===== src/rtl/dmem_io_arbiter.sv =====
// dmem_io_arbiter
//   Shares the data-side port between the CPU MEM stage and the debug unit.
//   Data-memory accesses complete in one cycle. IO accesses run a registered
//   request/acknowledge handshake with a timeout. The block also produces the
//   pipeline stall.
//
// Ports
//   clk, rst                     clock, synchronous active-high reset
//   cpu_req/we/addr/wdata        MEM stage access; cpu_rdata load data, cpu_stall freeze
//   dbg_req/we/addr/wdata        debug access (held until dbg_ack)
//   dbg_rdata, dbg_ack           registered debug read data, one-cycle completion pulse
//   mem_addr/we/wdata, mem_rdata data memory (read data combinational on mem_addr)
//   io_req/we/addr/wdata         registered IO request, held until io_ack or abort
//   io_ack, io_rdata             IO completion and read data
//   io_timeout                   sticky flag: an IO access was aborted
module dmem_io_arbiter #(
    parameter int unsigned IO_BIT  = 10,
    parameter int unsigned TIMEOUT = 16
) (
    input  logic        clk,
    input  logic        rst,
    input  logic        cpu_req,
    input  logic        cpu_we,
    input  logic [31:0] cpu_addr,
    input  logic [31:0] cpu_wdata,
    output logic [31:0] cpu_rdata,
    output logic        cpu_stall,
    input  logic        dbg_req,
    input  logic        dbg_we,
    input  logic [31:0] dbg_addr,
    input  logic [31:0] dbg_wdata,
    output logic [31:0] dbg_rdata,
    output logic        dbg_ack,
    output logic [31:0] mem_addr,
    output logic        mem_we,
    output logic [31:0] mem_wdata,
    input  logic [31:0] mem_rdata,
    output logic        io_req,
    output logic        io_we,
    output logic [31:0] io_addr,
    output logic [31:0] io_wdata,
    input  logic        io_ack,
    input  logic [31:0] io_rdata,
    output logic        io_timeout
);

    typedef enum logic [1:0] {IDLE, IO_WAIT, IO_DONE} state_t;
    typedef enum logic {REQ_CPU, REQ_DBG} req_t;

    localparam logic [7:0] TIMEOUT_LAST = 8'(TIMEOUT - 1);

    state_t      state_q, state_d;
    req_t        last_grant_q, last_grant_d;
    req_t        owner_q, owner_d;
    logic        io_req_q, io_req_d;
    logic        io_we_q, io_we_d;
    logic [31:0] io_addr_q, io_addr_d;
    logic [31:0] io_wdata_q, io_wdata_d;
    logic        dbg_ack_q, dbg_ack_d;
    logic [31:0] dbg_rdata_q, dbg_rdata_d;
    logic        io_timeout_q, io_timeout_d;
    logic [7:0]  cnt_q, cnt_d;
    logic [31:0] rdata_q, rdata_d;

    logic        cpu_act, dbg_act;
    req_t        winner;
    logic [31:0] win_addr, win_wdata;
    logic        win_we;

    // Request qualification and round-robin winner selection.
    // A debug request is masked while its ack is visible, because the debug
    // unit still holds dbg_req during the ack cycle.
    always_comb begin
        cpu_act = cpu_req & ~rst;
        dbg_act = dbg_req & ~dbg_ack_q & ~rst;
        if (cpu_act && dbg_act) begin
            winner = (last_grant_q == REQ_CPU) ? REQ_DBG : REQ_CPU;
        end else if (dbg_act) begin
            winner = REQ_DBG;
        end else begin
            winner = REQ_CPU;
        end
        win_addr  = (winner == REQ_DBG) ? dbg_addr  : cpu_addr;
        win_wdata = (winner == REQ_DBG) ? dbg_wdata : cpu_wdata;
        win_we    = (winner == REQ_DBG) ? dbg_we    : cpu_we;
    end

    always_comb begin
        state_d      = state_q;
        last_grant_d = last_grant_q;
        owner_d      = owner_q;
        io_req_d     = io_req_q;
        io_we_d      = io_we_q;
        io_addr_d    = io_addr_q;
        io_wdata_d   = io_wdata_q;
        dbg_ack_d    = 1'b0;
        dbg_rdata_d  = dbg_rdata_q;
        io_timeout_d = io_timeout_q;
        cnt_d        = cnt_q;
        rdata_d      = rdata_q;
        cpu_stall    = 1'b0;
        cpu_rdata    = '0;
        mem_addr     = '0;
        mem_we       = 1'b0;
        mem_wdata    = '0;

        case (state_q)
            IDLE: begin
                if (cpu_act || dbg_act) begin
                    last_grant_d = winner;
                    if (!win_addr[IO_BIT]) begin
                        mem_addr  = win_addr;
                        mem_we    = win_we;
                        mem_wdata = win_wdata;
                        if (winner == REQ_CPU) begin
                            cpu_rdata = mem_rdata;
                        end else begin
                            dbg_rdata_d = mem_rdata;
                            dbg_ack_d   = 1'b1;
                            cpu_stall   = cpu_act;
                        end
                    end else begin
                        io_req_d   = 1'b1;
                        io_we_d    = win_we;
                        io_addr_d  = win_addr;
                        io_wdata_d = win_wdata;
                        owner_d    = winner;
                        cnt_d      = '0;
                        state_d    = IO_WAIT;
                        cpu_stall  = cpu_act;
                    end
                end
            end
            IO_WAIT: begin
                cpu_stall = cpu_act;
                cnt_d     = cnt_q + 8'd1;
                // An ack in the final allowed cycle wins over the timeout.
                if (io_ack) begin
                    rdata_d  = io_rdata;
                    io_req_d = 1'b0;
                    state_d  = IO_DONE;
                end else if (cnt_q == TIMEOUT_LAST) begin
                    rdata_d      = '0;
                    io_req_d     = 1'b0;
                    io_timeout_d = 1'b1;
                    state_d      = IO_DONE;
                end
            end
            IO_DONE: begin
                state_d = IDLE;
                if (owner_q == REQ_CPU) begin
                    cpu_rdata = rdata_q;
                end else begin
                    dbg_rdata_d = rdata_q;
                    dbg_ack_d   = 1'b1;
                    cpu_stall   = cpu_act;
                end
            end
            default: state_d = IDLE;
        endcase

        if (rst) begin
            cpu_rdata = '0;
        end
    end

    always_ff @(posedge clk) begin
        if (rst) begin
            state_q      <= IDLE;
            last_grant_q <= REQ_CPU;
            owner_q      <= REQ_CPU;
            io_req_q     <= 1'b0;
            io_we_q      <= 1'b0;
            io_addr_q    <= '0;
            io_wdata_q   <= '0;
            dbg_ack_q    <= 1'b0;
            dbg_rdata_q  <= '0;
            io_timeout_q <= 1'b0;
            cnt_q        <= '0;
            rdata_q      <= '0;
        end else begin
            state_q      <= state_d;
            last_grant_q <= last_grant_d;
            owner_q      <= owner_d;
            io_req_q     <= io_req_d;
            io_we_q      <= io_we_d;
            io_addr_q    <= io_addr_d;
            io_wdata_q   <= io_wdata_d;
            dbg_ack_q    <= dbg_ack_d;
            dbg_rdata_q  <= dbg_rdata_d;
            io_timeout_q <= io_timeout_d;
            cnt_q        <= cnt_d;
            rdata_q      <= rdata_d;
        end
    end

    assign io_req     = io_req_q;
    assign io_we      = io_we_q;
    assign io_addr    = io_addr_q;
    assign io_wdata   = io_wdata_q;
    assign dbg_ack    = dbg_ack_q;
    assign dbg_rdata  = dbg_rdata_q;
    assign io_timeout = io_timeout_q;

endmodule


===== config.mk =====
export PLATFORM = sky130hd
export DESIGN_NAME = dmem_io_arbiter
export DESIGN_NICKNAME = d
export VERILOG_FILES = /design/src/rtl/dmem_io_arbiter.sv
export SDC_FILE = /design/constraint.sdc
export NUM_CORES = 1
export LEC_CHECK = 0
export BUFFER_PORTS_ARGS = -buffer_cell sky130_fd_sc_hd__clkbuf_2
export CELL_PAD_IN_SITES_DETAIL_PLACEMENT = 1
export CELL_PAD_IN_SITES_GLOBAL_PLACEMENT = 1
export CORE_MARGIN = 3
export CORE_UTILIZATION = 28
export CTS_BUF_LIST = sky130_fd_sc_hd__clkbuf_8 sky130_fd_sc_hd__clkbuf_16
export DETAILED_ROUTE_END_ITERATION = 7
export GPL_ROUTABILITY_DRIVEN = 0
export GPL_TIMING_DRIVEN = 0
export PLACE_DENSITY = 0.82
export SLEW_MARGIN = 30
export SYNTH_ARGS = -nofsm -noshare
export SYNTH_HDL_FRONTEND = slang
export SYNTH_SLANG_ARGS = --single-unit
export TNS_END_PERCENT = 50

===== constraint.sdc =====
create_clock -name clk -period 1.7 [get_ports clk]
set_input_delay 0.085 -clock clk [delete_from_list [all_inputs] [get_ports clk]]
set_output_delay 0.085 -clock clk [all_outputs]
set_load 0.01 [all_outputs]

After elaboration in Yosys (flattened, before gate mapping)
Index checks and enable logic that the tools add are counted.
{ "word_totals": {"elab_cells": 93, "input_bits": 199, "regBits": 144} }
{ "classes": {"addsub": 1, "bitwise": 6, "n_reduce_logical": 14, "muxes": 51, "eq_ne": 9} }
{ "op_table": {"columns": ["cell", "count"], "rows": [
  ["two-way mux 32 bit", 19],
  ["case mux 32 bit (2 select lines)", 2],
  ["two-way mux 1 bit", 19],
  ["two-way mux 8 bit", 2],
  ["case mux 8 bit (2 select lines)", 1],
  ["AND reduction 3 bit", 4],
  ["!= test 2 bit, second input constant", 5],
  ["adder 8 x 1 -> 8 bit, second input constant", 1],
  ["equality test 8 x 4 -> 1 bit, second input constant", 1],
  ["two-way mux 2 bit", 4],
  ["nonzero test 2 bit", 3],
  ["AND reduction 5 bit", 1],
  ["case mux 1 bit (2 select lines)", 2],
  ["case mux 2 bit (2 select lines)", 1],
  ["AND reduction 2 bit", 2],
  ["AND reduction 4 bit", 1],
  ["bitwise AND 1 bit", 3],
  ["!= test 3 bit, second input constant", 1],
  ["NOT 1 bit", 3],
  ["case mux 1 bit (3 select lines)", 1],
  ["equality test 2 x 1 -> 1 bit, second input constant", 1],
  ["equality test 2 bit, second input constant", 1],
  ["zero test 2 bit", 1],
  ["logical AND 1 bit", 1],
  ["logical OR 1 bit", 1]
]} }

Longest topological paths before layout
Gate-level depths: netlist of run 1.
{ "depth": {"word_depth": 10, "depth_mapped": 8} }

Least setup slack after synthesis of run 1
OpenSTA, ideal clock, no wires.
{ "synth_timing": {"path_kind": "reg2out", "from": "reg dbg_ack_q, in the netlist dbg_ack", "to": "out mem_addr[11]", "t_required_ns": 1.615, "setup_slack_ns": -0.249, "stages_incl_launch_ff": 7, "arrival_time_ns": 1.864, "path_buffers": 2, "path_cell_list": "dfxtp_1 -> nand2b_1 -> nor3_1 -> clkbuf_1 -> buf_1 -> nand2_1 -> a21oi_1"} }
{ "synth_via": {"elab_chain_cells": 9, "elab_cells_between_ends": 11, "classes_between": "6 x mux; 3 x bitwise; 2 x reduce/logical"} }
{ "synth_lines": {"columns": ["element", "line_no", "source"], "rows": [
  ["start: declaration", "59", "logic dbg_ack_q, dbg_ack_d;"],
  ["start signal: assignment", "189", "dbg_ack_q <= dbg_ack_d;"],
  ["NOT 1 bit *", "75", "dbg_act = dbg_req & ~dbg_ack_q & ~rst;"],
  ["bitwise AND 1 bit * (2 in a row)", "75", null],
  ["two-way mux 1 bit or logical AND 1 bit (tied branches)", "78, 76", null],
  ["two-way mux 1 bit", "76", "if (cpu_act && dbg_act) begin"],
  ["two-way mux 32 bit", "83", "win_addr = (winner == REQ_DBG) ? dbg_addr : cpu_addr;"],
  ["two-way mux 32 bit", "111", "if (!win_addr[IO_BIT]) begin"],
  ["two-way mux 32 bit *", "109", "if (cpu_act || dbg_act) begin"],
  ["two-way mux 32 bit *", "107", "case (state_q)"],
  ["end: declaration", "34", "output logic [31:0] mem_addr,"]
]} }
Every way passes the cells marked *; elsewhere a longest branch is shown, timed or not.

Final worst setup path of run 1
{ "layout_timing": {"from": "reg dbg_ack_q, in the netlist dbg_ack", "to": "out cpu_rdata[11]"} }
{ "layout_via": {"elab_chain_cells": 10, "elab_cells_between_ends": 13, "classes_between": "8 x mux; 3 x bitwise; 2 x reduce/logical"} }
{ "layout_lines": {"columns": ["element", "line_no", "source"], "rows": [
  ["NOT 1 bit *", "75", null],
  ["bitwise AND 1 bit * (2 in a row)", "75", null],
  ["two-way mux 1 bit or logical AND 1 bit (tied branches)", "78, 76", null],
  ["two-way mux 1 bit", "76", null],
  ["two-way mux 32 bit (on tied branches)", "115, 83", null],
  ["two-way mux 32 bit", "111", null],
  ["two-way mux 32 bit *", "109", null],
  ["case mux 32 bit (2 select lines) *", "107", null],
  ["two-way mux 32 bit *", "162", "if (rst) begin"],
  ["end: declaration", "26", "output logic [31:0] cpu_rdata,"]
]} }
Marked as above.

==> impl_metrics.json, run 1 <==
{
  "outcome": "complete, but fails checks",
  "violations": "setup timing",
  "tritoncts": "done",
  "synth.distinct_cells": 43,
  "synthCells": 1043,
  "power_leakage_nw": 6.04,
  "grt_max_degree": 18,
  "syn_area_mm2": 0.00743,
  "worstPathRequired_ps": 1620,
  "slowest_delay_ps": 340,
  "cts.htree.levels": 4,
  "mostFrequentLayoutCells": "clkbuf_2, nand2_1, dlygate4sd3_1",
  "critPathSlowestCell": "dfxtp_2",
  "dpl_worst_slack_ps": -780,
  "r2r_end": "io_wdata[8]",
  "pwr_density_cell_mw_per_mm2": 756,
  "viasPerCell": 5.73,
  "tightest_slew_ps": 831,
  "slew_headroom": 0.446,
  "numCtsBuffers": 17,
  "min_period_over_period": 1.36,
  "portBuffers": 395,
  "synth-xor-area-share": 0,
  "critPathTopFamily": "simple AND/OR/NAND/NOR gates",
  "grt_pass1_wl_um": 69000,
  "synth_fp_nets": 1243,
  "final_common_cell": "clkbuf_2",
  "grt.total_usage": 0.304,
  "worstSetupPathType": "reg -> out",
  "dp_hpwl_um": 28800,
  "clock_latency_ps": 430,
  "maxCapViolations": 0,
  "reg2reg_depth": 7,
  "hold_depth": 4,
  "cp_num_buf_inv": 4,
  "setup_violations": 234,
  "cts.sinks": 144,
  "synth-simple-area-share": 0.292,
  "min_from": "io_ack",
  "max-clock-path-buffers": 2,
  "drtAntennaViolNets": 0,
  "holdPathEnd": "state_q[0]",
  "muxShareOfSynthArea": 0.00589,
  "r2r_start": "dbg_ack",
  "seq_area_frac_synth": 0.388,
  "io_pins": 397,
  "die_area_mm2": 0.0285,
  "rsz0062_at_grt": "true",
  "cts_root_buffer": "clkbuf_16",
  "cp-end-kind": "output pin",
  "drive_above_1_share": 0.389,
  "synth_top_family_by_area": "simple AND/OR/NAND/NOR gates",
  "drt_iter0_drc": 986,
  "yosys_warnings": 0,
  "coreArea_mm2": 0.0261,
  "path_common_cell": "buf_12",
  "crit_path_cell_trace": "nand2b_4 > a211oi_4 > nor3b_4 > buf_12 > buf_12 > buf_16 > a22oi_2 > nor2_1 > clkbuf_2",
  "first_pass_iters": 5,
  "clk_pin_slew_ps": 70,
  "start_util": 0.285,
  "rrSetupSlack_ps": -590,
  "fmax_ghz": 0.434,
  "num_rows": 59,
  "synth_enable_flop_cells": 0,
  "finalClockSkew_ps": 10.8,
  "die_y_um": 169,
  "synth_compound_area_frac": 0.248,
  "hold_violations": 0,
  "synth.ff_latch_count": 144,
  "synth-main-ff-cell": "dfxtp_1",
  "critical_path.max_fanout": 6,
  "overflow": 0,
  "worst_hold_path_type": "in -> reg",
  "setup_tns_ps": -85070,
  "setup_ws_ps": -605,
  "drc": 0,
  "dp_cells": 1773,
  "fill_cells": 3145,
  "syn_avg_cell_area_um2": 7.13,
  "wire_per_inst_um": 24.0,
  "async_reset_ff_frac": 0,
  "yosys.area_share.adder": 0.00168,
  "period_minus_slack_ps": 2310,
  "utilization": 0.527,
  "vias": 11600,
  "worstPathArrival_ps": 2220,
  "slew_violations": 0,
  "antenna_found_initial": 9,
  "start_kind": "register",
  "finish.net_count": 1875,
  "fp.dieW_um": 169,
  "syn_to_final_growth_pct": 84.8,
  "ir_worst_vdd_uv": 462,
  "routed_wirelength_um": 48800,
  "grt_pass1_vias": 12300,
  "instances_no_fill": 2031
}
## synth_stat cells, drive strengths merged, types with 2 or more instances
library cell,number,area share
o211ai,4,0.0047
a211oi,2,0.0037
o2111ai,2,0.0024
a311oi,96,0.11
nor2,171,0.086
a21o,3,0.0030
a21oi,70,0.047
nand3,67,0.045
nor3,9,0.0061
nand2,264,0.13
a22oi,64,0.065
o21a,2,0.0020
clkbuf,75,0.038
and2,3,0.0025
mux2,3,0.0045
o21ai,2,0.0013
buf,31,0.025
nor3b,4,0.0047
nor2b,4,0.0034
and3,3,0.0025
inv,3,0.0015
a2bb2oi,2,0.0024
nand2b,3,0.0025
dfxtp,144,0.39
or2,2,0.0017
## worst max path at each step
stage	slack, ps	endpoint	startpoint	depth (start not counted)
CTS	-690	cpu_rdata[30]	state_q[0]	9
global placement	-690	mem_wdata[1]	dbg_ack	7
floorplan	-80	cpu_rdata[11]	state_q[0]	7
finish	-610	cpu_rdata[11]	dbg_ack	9
global route	-690	cpu_rdata[11]	dbg_ack	9
detailed placement	-780	mem_wdata[1]	dbg_ack	7
## kinds of logic after synthesis
family	Yosys count
AOI/OAI and AO/OA	250
adders and majority gates	1
muxes	4
other	1
buffers and inverters	109
DFF	144
and+or+nand+nor	534
## sequential cells by signal, summed over array words and instances (netlist names), 2 cells and up
| name | flops |
|---|---|
| io_addr | 32 |
| cnt_q | 8 |
| dbg_rdata | 32 |
| state_q | 2 |
| io_wdata | 32 |
| rdata_q | 32 |
## per-stage QoR
stage | hold slack, ps | total power, W | area (µm²)
after global routing | 38.4 | 0.0107 | 13700
final | 20.0 | 0.0104 | 13700
after detailed placement | 349 | 0.00560 | 10200
after global placement | 334 | 0.00555 | 10200
after floorplan | 247 | 0.00470 | 7830
after CTS | 3.65 | 0.0101 | 13300
## worst min-delay path, cell delays in order
cell and delay [ps]:
clkbuf_2 140, nor3_1 70, nor2_1 80, nor2_1 40
## report_power, final
part / leakage, nW / switching [W] / internal [W]
Combinational: 4.57 / 0.00152 / 0.00118
Clock: 0.298 / 0.00189 / 0.00213
Sequential: 1.17 / 0.000124 / 0.00354
## repair_timing
action / CTS / global route
endpoints found under the hold margin: 128 / 0
setup endpoints to repair: 239 / 236
buffers inserted: 17 / 7
pin swaps: 32 / 21
gates cloned: 1 / 5
gates resized for setup: 103 / 117
hold buffers: 192 / 0
## per-layer routing
layer,track usage,part of all wire
met2,0.535,0.50
met4,0.189,0.064
met5,0,0.00053
met1,0.329,0.37
met3,0.0708,0.071
## layout make-up
| class | count | area [µm²] | area share |
|---|---|---|---|
| Inverter | 3 | 11.3 | 0.000820 |
| Buffer | 103 | 774 | 0.0564 |
| Sequential cell | 144 | 2890 | 0.210 |
| Antenna cell | 8 | 20.0 | 0.00146 |
| Timing Repair Buffer | 616 | 4330 | 0.315 |
| Clock buffer | 17 | 425 | 0.0310 |
| Tap cell | 335 | 419 | 0.0305 |
| Clock inverter | 15 | 191 | 0.0139 |
| Multi-Input combinational cell | 790 | 4680 | 0.340 |
Note: power is estimated with default switching activity, not from simulation.
==> run 2: changes to the inputs <==
Settings changed: CTS_BUF_LIST sky130_fd_sc_hd__clkbuf_8 sky130_fd_sc_hd__clkbuf_16 to sky130_fd_sc_hd__clkbuf_8, CTS_CLUSTER_SIZE set to 14, SKIP_CTS_REPAIR_TIMING set to 1.
==> run 2 against run 1 <==
Effect of this change: die area unchanged; register-to-register slack about the same; flip-flop and latch count unchanged; the flow still finishes with violations (setup timing).
==> impl_metrics.json, run 2 (same netlist as run 1, synthesis figures left out) <==
{
  "finish.net_count": 1868,
  "grt_max_degree": 18,
  "cts.sinks": 144,
  "mostFrequentLayoutCells": "clkbuf_2, nand2_1, dlygate4sd3_1",
  "setup_tns_ps": -101540,
  "die_y_um": 169,
  "placed_cell_area_mm2": 0.0102,
  "numCtsBuffers": 17,
  "outcome": "complete, but fails checks",
  "critPathTopFamily": "simple AND/OR/NAND/NOR gates",
  "tritoncts": "done",
  "clk_pin_slew_ps": 100,
  "hold_violations": 0,
  "crit_path_cell_trace": "or2_1 > buf_6 > a211oi_4 > nor3b_4 > buf_8 > buf_8 > a22oi_1 > nor2_1 > clkbuf_2",
  "fill_cells": 3188,
  "final_common_cell": "clkbuf_2",
  "worstPathArrival_ps": 2440,
  "rsz0062_at_grt": "true",
  "worst_hold_path_type": "in -> reg",
  "setup_ws_ps": -821,
  "cts.htree.levels": 4,
  "vias": 11500,
  "clock_latency_ps": 450,
  "power_leakage_nw": 5.92,
  "setup_violations": 205,
  "grt.total_usage": 0.242,
  "maxCapViolations": 0,
  "critical_path.max_fanout": 8,
  "fp.dieW_um": 169,
  "cp-end-kind": "output pin",
  "slowest_delay_ps": 370,
  "max-clock-path-buffers": 2,
  "viasPerCell": 5.67,
  "cp_num_buf_inv": 4,
  "num_rows": 59,
  "fin_area_mm2": 0.0134,
  "slew_violations": 0,
  "tightest_slew_ps": 781,
  "drtAntennaViolNets": 0,
  "portBuffers": 395,
  "path_common_cell": "buf_8",
  "routed_wirelength_um": 47500,
  "grt_pass1_vias": 9954,
  "ir_worst_vdd_uv": 405,
  "overflow": 0,
  "start_util": 0.285,
  "critPathSlowestCell": "dfxtp_4",
  "die_area_mm2": 0.0285,
  "pwr_density_cell_mw_per_mm2": 694,
  "period_minus_slack_ps": 2520,
  "drt_iter0_drc": 870,
  "fmax_ghz": 0.397,
  "antenna_found_initial": 8,
  "wire_per_inst_um": 23.5,
  "slew_headroom": 0.479,
  "io_pins": 397,
  "dp_hpwl_um": 28800,
  "syn_to_final_growth_pct": 80.3,
  "first_pass_iters": 5,
  "drive_above_1_share": 0.377,
  "coreArea_mm2": 0.0261,
  "grt_pass1_wl_um": 55100,
  "worstSetupPathType": "reg -> out",
  "finalClockSkew_ps": 14.7,
  "min_period_over_period": 1.48,
  "worstPathRequired_ps": 1620,
  "violations": "setup timing",
  "start_kind": "register",
  "drc": 0,
  "cts_root_buffer": "clkbuf_8"
}
[run 2: cell types whose count changed in the layout (fill, tap and decap cells not counted), moves of 6 or more]
| cell | change |
|---|---|
| a311oi_1 | +9 |
| clkbuf_2 | -39 |
| buf_2 | +38 |
| clkbuf_16 | -16 |
| a311oi_2 | -9 |
| buf_4 | -9 |
| clkbuf_8 | +14 |
| clkbuf_4 | -6 |
[run 2: metal layers]
metal | track usage | part of all wire | wire [µm]
met5 | 0 | 0.00040 | 19
met2 | 0.429 | 0.50 | 23800
met4 | 0.0914 | 0.057 | 2710
met3 | 0.0572 | 0.075 | 3550
met1 | 0.283 | 0.37 | 17400
[run 2: area by class of cell]
cell class | instances | area (µm²) | area share
repair buffers | 608 | 4280 | 0.319
well taps | 335 | 419 | 0.0313
diodes | 6 | 15.0 | 0.00112
clock buffers | 17 | 234 | 0.0175
plain buffers | 104 | 764 | 0.0570
clock inverters | 15 | 191 | 0.0143
inverters | 3 | 11.3 | 0.000840
flip-flops and latches | 144 | 2900 | 0.216
multi-input cells | 790 | 4590 | 0.343
[run 2: report_power, final]
group	total, W	leakage [nW]	internal, W	switching, W
logic	0.00265	4.54	0.00116	0.00149
clock network	0.00300	0.211	0.00127	0.00173
registers	0.00366	1.18	0.00354	0.000122
total	0.00930	5.92	0.00596	0.00334
[run 2: worst paths after layout]
kind	from	endpoint	slack (ps)	depth (start not counted)
min reg2reg	cnt_q[0]	cnt_q[0]	470	1
max	state_q[0]	cpu_rdata[30]	-820	9
max reg2reg	state_q[0]	io_addr[11]	-590	10
min	dbg_addr[10]	owner_q	50	4
[run 2: stage by stage]
step           hold WS [ps]  cells   util  setup WS, ps  power, W
2_1_floorplan           247   1043      -         -81.6   0.00470
6_report               47.6   2022  0.514          -821   0.00930
4_1_cts                -149   1805  0.409         -1320   0.00857
3_5_place_dp            349   1773  0.392          -780   0.00560
3_3_place_gp            334   1773  0.392          -687   0.00555
5_1_grt                28.9   2021  0.514          -912   0.00967
[run 2: tightest hold or removal path, stage by stage]
cell and delay (ps):
clkbuf_2 100, a21oi_1 60, a2bb2oi_1 120, nor2_1 80
